**config.mk**
```make
export PLATFORM = sky130hd
export DESIGN_NAME = seg_counter_ctrl
export DESIGN_NICKNAME = d
export VERILOG_FILES = /design/src/rtl/seg_pkg.sv /design/src/rtl/btn_debounce.sv /design/src/rtl/seg_counter_ctrl.sv
export SDC_FILE = /design/constraint.sdc
export NUM_CORES = 1
export LEC_CHECK = 0
export BUFFER_PORTS_ARGS = -buffer_cell sky130_fd_sc_hd__buf_2
export CORE_ASPECT_RATIO = 1.75
export CORE_MARGIN = 4
export CORE_UTILIZATION = 55
export DETAILED_ROUTE_END_ITERATION = 16
export PLACE_DENSITY = 0.72
export SLEW_MARGIN = 5
export SYNTH_ARGS = -nofsm -noshare
export SYNTH_HDL_FRONTEND = slang
export SYNTH_SLANG_ARGS = --single-unit
```
**constraint.sdc**
```tcl
create_clock -name CLK -period 4.1 [get_ports CLK]
set_clock_uncertainty 0.05 [all_clocks]
set_input_delay 0.615 -clock CLK [delete_from_list [all_inputs] [get_ports CLK]]
set_output_delay 0.615 -clock CLK [all_outputs]
set_load 0.1 [all_outputs]
```
**src/rtl/seg_pkg.sv**
```systemverilog
// Shared types, constants and BCD step helper for the two-digit seven-segment counter.
package seg_pkg;

    typedef logic [3:0] bcd_t;

    typedef enum logic [1:0] {
        ST_IDLE,
        ST_HELD,
        ST_WAIT,
        ST_REPEAT
    } rpt_state_t;

    localparam bcd_t        BCD_MAX             = 4'd9;
    localparam int unsigned DEF_DEBOUNCE_CYCLES = 250000;
    localparam int unsigned DEF_REPEAT_DELAY    = 12500000;
    localparam int unsigned DEF_REPEAT_PERIOD   = 2500000;

    // Returns {tens, ones} after one up or down step, wrapping 99<->00.
    function automatic logic [7:0] bcd_step(input logic up, input bcd_t tens, input bcd_t ones);
        bcd_t t;
        bcd_t o;
        t = tens;
        o = ones;
        if (up) begin
            if (o == BCD_MAX) begin
                o = 4'd0;
                t = (t == BCD_MAX) ? 4'd0 : t + 4'd1;
            end else begin
                o = o + 4'd1;
            end
        end else begin
            if (o == 4'd0) begin
                o = BCD_MAX;
                t = (t == 4'd0) ? BCD_MAX : t - 4'd1;
            end else begin
                o = o - 4'd1;
            end
        end
        return {t, o};
    endfunction

endpackage

```
**src/rtl/btn_debounce.sv**
```systemverilog
// Push-button conditioner: 2-FF synchronizer, stability counter, and one-cycle
// press/release pulses aligned with the debounced level change.
module btn_debounce
    import seg_pkg::*;
#(
    parameter int unsigned DEBOUNCE_CYCLES = DEF_DEBOUNCE_CYCLES
) (
    input  logic i_clk,
    input  logic i_rst,
    input  logic i_btn,
    output logic o_level,
    output logic o_press,
    output logic o_release
);

    localparam int unsigned CW = $clog2(DEBOUNCE_CYCLES + 1);
    localparam logic [CW-1:0] CNT_LAST = CW'(DEBOUNCE_CYCLES - 1);

    logic [1:0]    r_sync;
    logic [CW-1:0] r_cnt;
    logic          r_level;
    logic          r_press;
    logic          r_release;
    logic          w_sync;

    assign w_sync = r_sync[1];

    always_ff @(posedge i_clk or posedge i_rst) begin
        if (i_rst) begin
            r_sync    <= '0;
            r_cnt     <= '0;
            r_level   <= 1'b0;
            r_press   <= 1'b0;
            r_release <= 1'b0;
        end else begin
            r_sync    <= {r_sync[0], i_btn};
            r_press   <= 1'b0;
            r_release <= 1'b0;
            if (w_sync != r_level) begin
                if (r_cnt == CNT_LAST) begin
                    r_level   <= w_sync;
                    r_cnt     <= '0;
                    r_press   <= w_sync;
                    r_release <= ~w_sync;
                end else begin
                    r_cnt <= r_cnt + CW'(1);
                end
            end else begin
                // Any return to the accepted level restarts the stability window.
                r_cnt <= '0;
            end
        end
    end

    assign o_level   = r_level;
    assign o_press   = r_press;
    assign o_release = r_release;

endmodule

```
**src/rtl/seg_counter_ctrl.sv**
```systemverilog
// Two-digit BCD up/down counter control with debounced buttons.
// Define SEG_AUTO_REPEAT_EN to compile in hold-to-repeat (WAIT/REPEAT states and timer).
module seg_counter_ctrl
    import seg_pkg::*;
#(
    parameter int unsigned DEBOUNCE_CYCLES = DEF_DEBOUNCE_CYCLES,
    parameter int unsigned REPEAT_DELAY    = DEF_REPEAT_DELAY,
    parameter int unsigned REPEAT_PERIOD   = DEF_REPEAT_PERIOD
) (
    input  logic       CLK,
    input  logic       RST,
    input  logic       SW_UP,
    input  logic       SW_DN,
    input  logic       SW_CLR,
    output logic [3:0] TENS,
    output logic [3:0] ONES,
    output logic       TENS_BLANK,
    output logic       STEP
);

    logic w_up_lvl, w_up_press, w_up_rel;
    logic w_dn_lvl, w_dn_press, w_dn_rel;
    logic w_clr_lvl, w_clr_press, w_clr_rel;
    logic w_start;
    logic w_leave;

    rpt_state_t r_state;
    bcd_t       r_tens;
    bcd_t       r_ones;
    logic       r_step;
    logic       r_dir;
`ifdef SEG_AUTO_REPEAT_EN
    logic [31:0] r_timer;
`endif

    btn_debounce #(.DEBOUNCE_CYCLES(DEBOUNCE_CYCLES)) u_up (
        .i_clk(CLK), .i_rst(RST), .i_btn(SW_UP),
        .o_level(w_up_lvl), .o_press(w_up_press), .o_release(w_up_rel)
    );

    btn_debounce #(.DEBOUNCE_CYCLES(DEBOUNCE_CYCLES)) u_dn (
        .i_clk(CLK), .i_rst(RST), .i_btn(SW_DN),
        .o_level(w_dn_lvl), .o_press(w_dn_press), .o_release(w_dn_rel)
    );

    btn_debounce #(.DEBOUNCE_CYCLES(DEBOUNCE_CYCLES)) u_clr (
        .i_clk(CLK), .i_rst(RST), .i_btn(SW_CLR),
        .o_level(w_clr_lvl), .o_press(w_clr_press), .o_release(w_clr_rel)
    );

    assign w_start = (w_up_press & ~w_dn_lvl) | (w_dn_press & ~w_up_lvl);
    assign w_leave = r_dir ? (w_up_rel | w_dn_press) : (w_dn_rel | w_up_press);

    always_ff @(posedge CLK or posedge RST) begin
        if (RST) begin
            r_state <= ST_IDLE;
            r_tens  <= '0;
            r_ones  <= '0;
            r_step  <= 1'b0;
            r_dir   <= 1'b0;
`ifdef SEG_AUTO_REPEAT_EN
            r_timer <= '0;
`endif
        end else begin
            r_step <= 1'b0;
            if (w_clr_press) begin
                r_tens  <= '0;
                r_ones  <= '0;
                r_step  <= 1'b1;
                r_state <= ST_IDLE;
            end else if (w_clr_lvl || w_clr_rel) begin
                // The release cycle of clear still counts as held.
                r_state <= ST_IDLE;
            end else if (r_state != ST_IDLE && w_leave) begin
                r_state <= ST_IDLE;
            end else begin
                case (r_state)
                    ST_IDLE: begin
                        if (w_start) begin
                            {r_tens, r_ones} <= bcd_step(w_up_lvl, r_tens, r_ones);
                            r_step <= 1'b1;
                            r_dir  <= w_up_lvl;
`ifdef SEG_AUTO_REPEAT_EN
                            r_timer <= REPEAT_DELAY - 1;
                            r_state <= ST_WAIT;
`else
                            r_state <= ST_HELD;
`endif
                        end
                    end
`ifdef SEG_AUTO_REPEAT_EN
                    ST_WAIT, ST_REPEAT: begin
                        if (r_timer == '0) begin
                            {r_tens, r_ones} <= bcd_step(r_dir, r_tens, r_ones);
                            r_step  <= 1'b1;
                            r_timer <= REPEAT_PERIOD - 1;
                            r_state <= ST_REPEAT;
                        end else begin
                            r_timer <= r_timer - 32'd1;
                        end
                    end
`endif
                    default: ;
                endcase
            end
        end
    end

    assign TENS       = r_tens;
    assign ONES       = r_ones;
    assign TENS_BLANK = (r_tens == 4'd0);
    assign STEP       = r_step;

endmodule

```
==> flow_summary.yaml <==
synthesis:
  yosysWarnings: 0
  ys_seq_elements: 80
  syn_nets: 406
  netlist_instances: 390
  synth-edff-count: 0
  ys_types: 41
  async_flop_share: 1.000
  yosysSeqAreaShare: 0.5100
  syn_area_mm2: 0.003925
  synth_ff_type: "dfrtp_1"
  syn_avg_cell_area_um2: 10.06
global_route:
  grt_overflow: 0
  groute.usage.overall: 0.1820
  grt_pass1_wl_um: 12400
  grt_pass1_vias: 2780
  grt_max_degree: 57
  antenna_found_initial: 0
clock_network:
  numClockSinks: 80
  cts_max_path_buffers: 2
  cts_hold_buffers: 0
  numCtsBuffers: 9
  cts_tree: "yes"
  path_clk_slew_ps: 60
  clock_latency_ps: 330
  htree_num_levels: 3
  cts_root_buf: "clkbuf_16"
  post_cts_resized: 0
  cts_setup_buffers: 0
die:
  die-area_mm2: 0.008605
  initial_core_util: 0.5683
  die_x_um: 71.86
  die_h_um: 119.8
  pin_count: 15
  core_area_mm2: 0.006907
  rows: 40
drt:
  wl_per_cell_um: 14.57
  vias_per_cell: 5.780
  drc: 0
  first_pass_iters: 4
  drtIter0Drc: 135
  antenna_left: 0
  wl_um: 7139
  vias: 2832
final_layout:
  syn_to_final_growth_pct: 11.25
  diodes: 0
  nNetsFinal: 417
  drive_above_1_share: 0.09360
  layout.cells.non_filler: 490
  post-route-util: 0.6322
critical_path:
  slowest_delay_ps: 470
  critPathKind: "register to output port"
  worstPathRequired_ps: 3430
  cp_slowest_cell: "buf_2"
  r2r_slack_ps: 1580
  startpoint_type: "register"
  crit_chain: "inv_1 -> ha_1 -> nand2b_1 -> nor2_1 -> buf_2"
  crit_path_end_kind: "output port"
  cp_max_fo: 5
  cp.arrival_ps: 1860
timing:
  setup_violations: 0
  slew_headroom: 0.3303
  hold_violations: 0
  worst_pin_slew_ps: 994.1
  slew_violations: 0
  period_needed_ps: 2525
  rsz0062_at_grt: "no"
  fin_crit_sh: 0.6158
  tns_ps: 0
  max_freq_mhz: 396.1
placed_design:
  port_buffers: 14
  place_hpwl_um: 4776
  gp_congestion: 0.8399
  placedCellCount: 474
power:
  p_leak_nw: 1.999
  pwr_density_cell_mw_per_mm2: 388.8
  max-vdd-ir-drop_mv: 0.3780
status:
  status: "complete, no violations"
worst_hold_path:
  hp-class: "register to register"
run:
  max-cap-violations: 0
[metrics by stage]
stage / hold slack [ps] / cell area [µm²] / setup WS (ps) / total power [mW]
floorplan: 281.2 / 3925 / 783.6 / 0.8483
global placement: 288.3 / 4044 / 1689 / 0.8600
detailed placement: 286.3 / 4044 / 1580 / 0.8614
CTS: 299.2 / 4367 / 1548 / 1.724
global route: 301.5 / 4367 / 1327 / 1.766
finish: 300.6 / 4367 / 1575 / 1.698
[synthesized netlist by cell type, drive strengths merged, types with 2 or more instances]
master / n / area, µm²
nor2b: 6 / 37.54
nand4: 13 / 81.33
and2: 2 / 12.51
o21ai: 6 / 30.03
a211o: 3 / 28.78
nand2b: 5 / 31.28
and4: 9 / 78.83
ha: 11 / 137.6
nor4: 2 / 12.51
nor4b: 4 / 35.03
dfrtp: 80 / 2002
nand2: 29 / 108.9
nand3b: 3 / 22.52
inv: 7 / 26.28
and3: 17 / 106.4
or3: 6 / 38.79
nand3: 16 / 80.08
a21oi: 11 / 55.05
buf: 3 / 20.01
a31oi: 3 / 18.77
mux2: 5 / 56.30
xor2: 35 / 306.5
a211oi: 4 / 30.03
nor3: 4 / 20.02
nor2: 62 / 232.7
nor3b: 7 / 52.55
xnor2: 16 / 140.1
clkbuf: 12 / 45.04
[state kept, by name (all words and copies together) (netlist names), 2 cells and up]
register      cells
u_up.r_sync       2
TENS              4
ONES              4
u_clr.r_cnt      18
u_dn.r_sync       2
u_dn.r_cnt       18
u_clr.r_sync      2
u_up.r_cnt       18
[final timing paths]
path,from,cells past startpoint,end
worst max-delay path,TENS[1],5,TENS_BLANK
worst min-delay path,u_dn.r_sync[0],0,u_dn.r_sync[1]
worst max register to register,u_up.o_level,5,TENS[0]
worst min register to register,u_dn.r_sync[0],0,u_dn.r_sync[1]
max in group asynchronous,RST,3,u_dn.r_cnt[4]
min in group asynchronous,RST,2,u_up.r_cnt[11]
[cells in the final DEF (no fill, tap or decap), drive strengths merged, types with 7 or more instances in the layout]
cell type / count
inv: 7
xor2: 35
xnor2: 16
nand3: 16
nor2: 62
nand4: 13
and4: 9
nand2: 29
dfrtp: 80
nor3b: 7
clkbuf: 12
a21oi: 11
buf: 15
ha: 11
and3: 17
[cell type report]
cell class	instances	area [µm²]
fillers	564	2540
flip-flops and latches	80	2002
multi-input cells	288	1832
clock buffers	12	246.5
well taps	84	105.1
repair buffers	15	77.57
clock inverters	4	76.32
inverters	7	27.53
[routing by layer]
| layer | GRT usage | up-vias | wire length, µm |
|---|---|---|---|
| met2 | 0.2995 | 36 | 3757 |
| met5 | 0 | - | 0 |
| met1 | 0.2151 | 1414 | 2965 |
| met4 | 0.09882 | 0 | 211 |
| met3 | 0.04359 | 17 | 205 |
| li1 | - | 1365 | - |
[critical path, delay by kind of cell, from the launching register on]
kind                     cells  cell delay [ps]
buffers and inverters        2              620
flip-flops                   1              420
AND/OR/NAND/NOR              2              280
adder cells (fa/ha/maj)      1              200
[power by group]
part,internal (mW),total [mW],leakage (nW),switching [mW]
clock network,0.552,0.853,0.153,0.301
logic,0.00978,0.0374,0.749,0.0276
registers,0.800,0.808,1.10,0.00749
[kinds of logic (layout without fill, tap and decap cells)]
group / Yosys count / in the layout / share of synthesized area
AOI/OAI and AO/OA: 33 / 33 / 0.05451
xor gates and xnor gates: 51 / 51 / 0.1138
adders and majority gates: 11 / 11 / 0.03506
buffers and inverters: 22 / 38 / 0.02327
DFF: 80 / 80 / 0.5100
muxes: 6 / 6 / 0.01689
and+or+nand+nor: 187 / 187 / 0.2464
No activity file was read; power rests on OpenSTA's default activity.
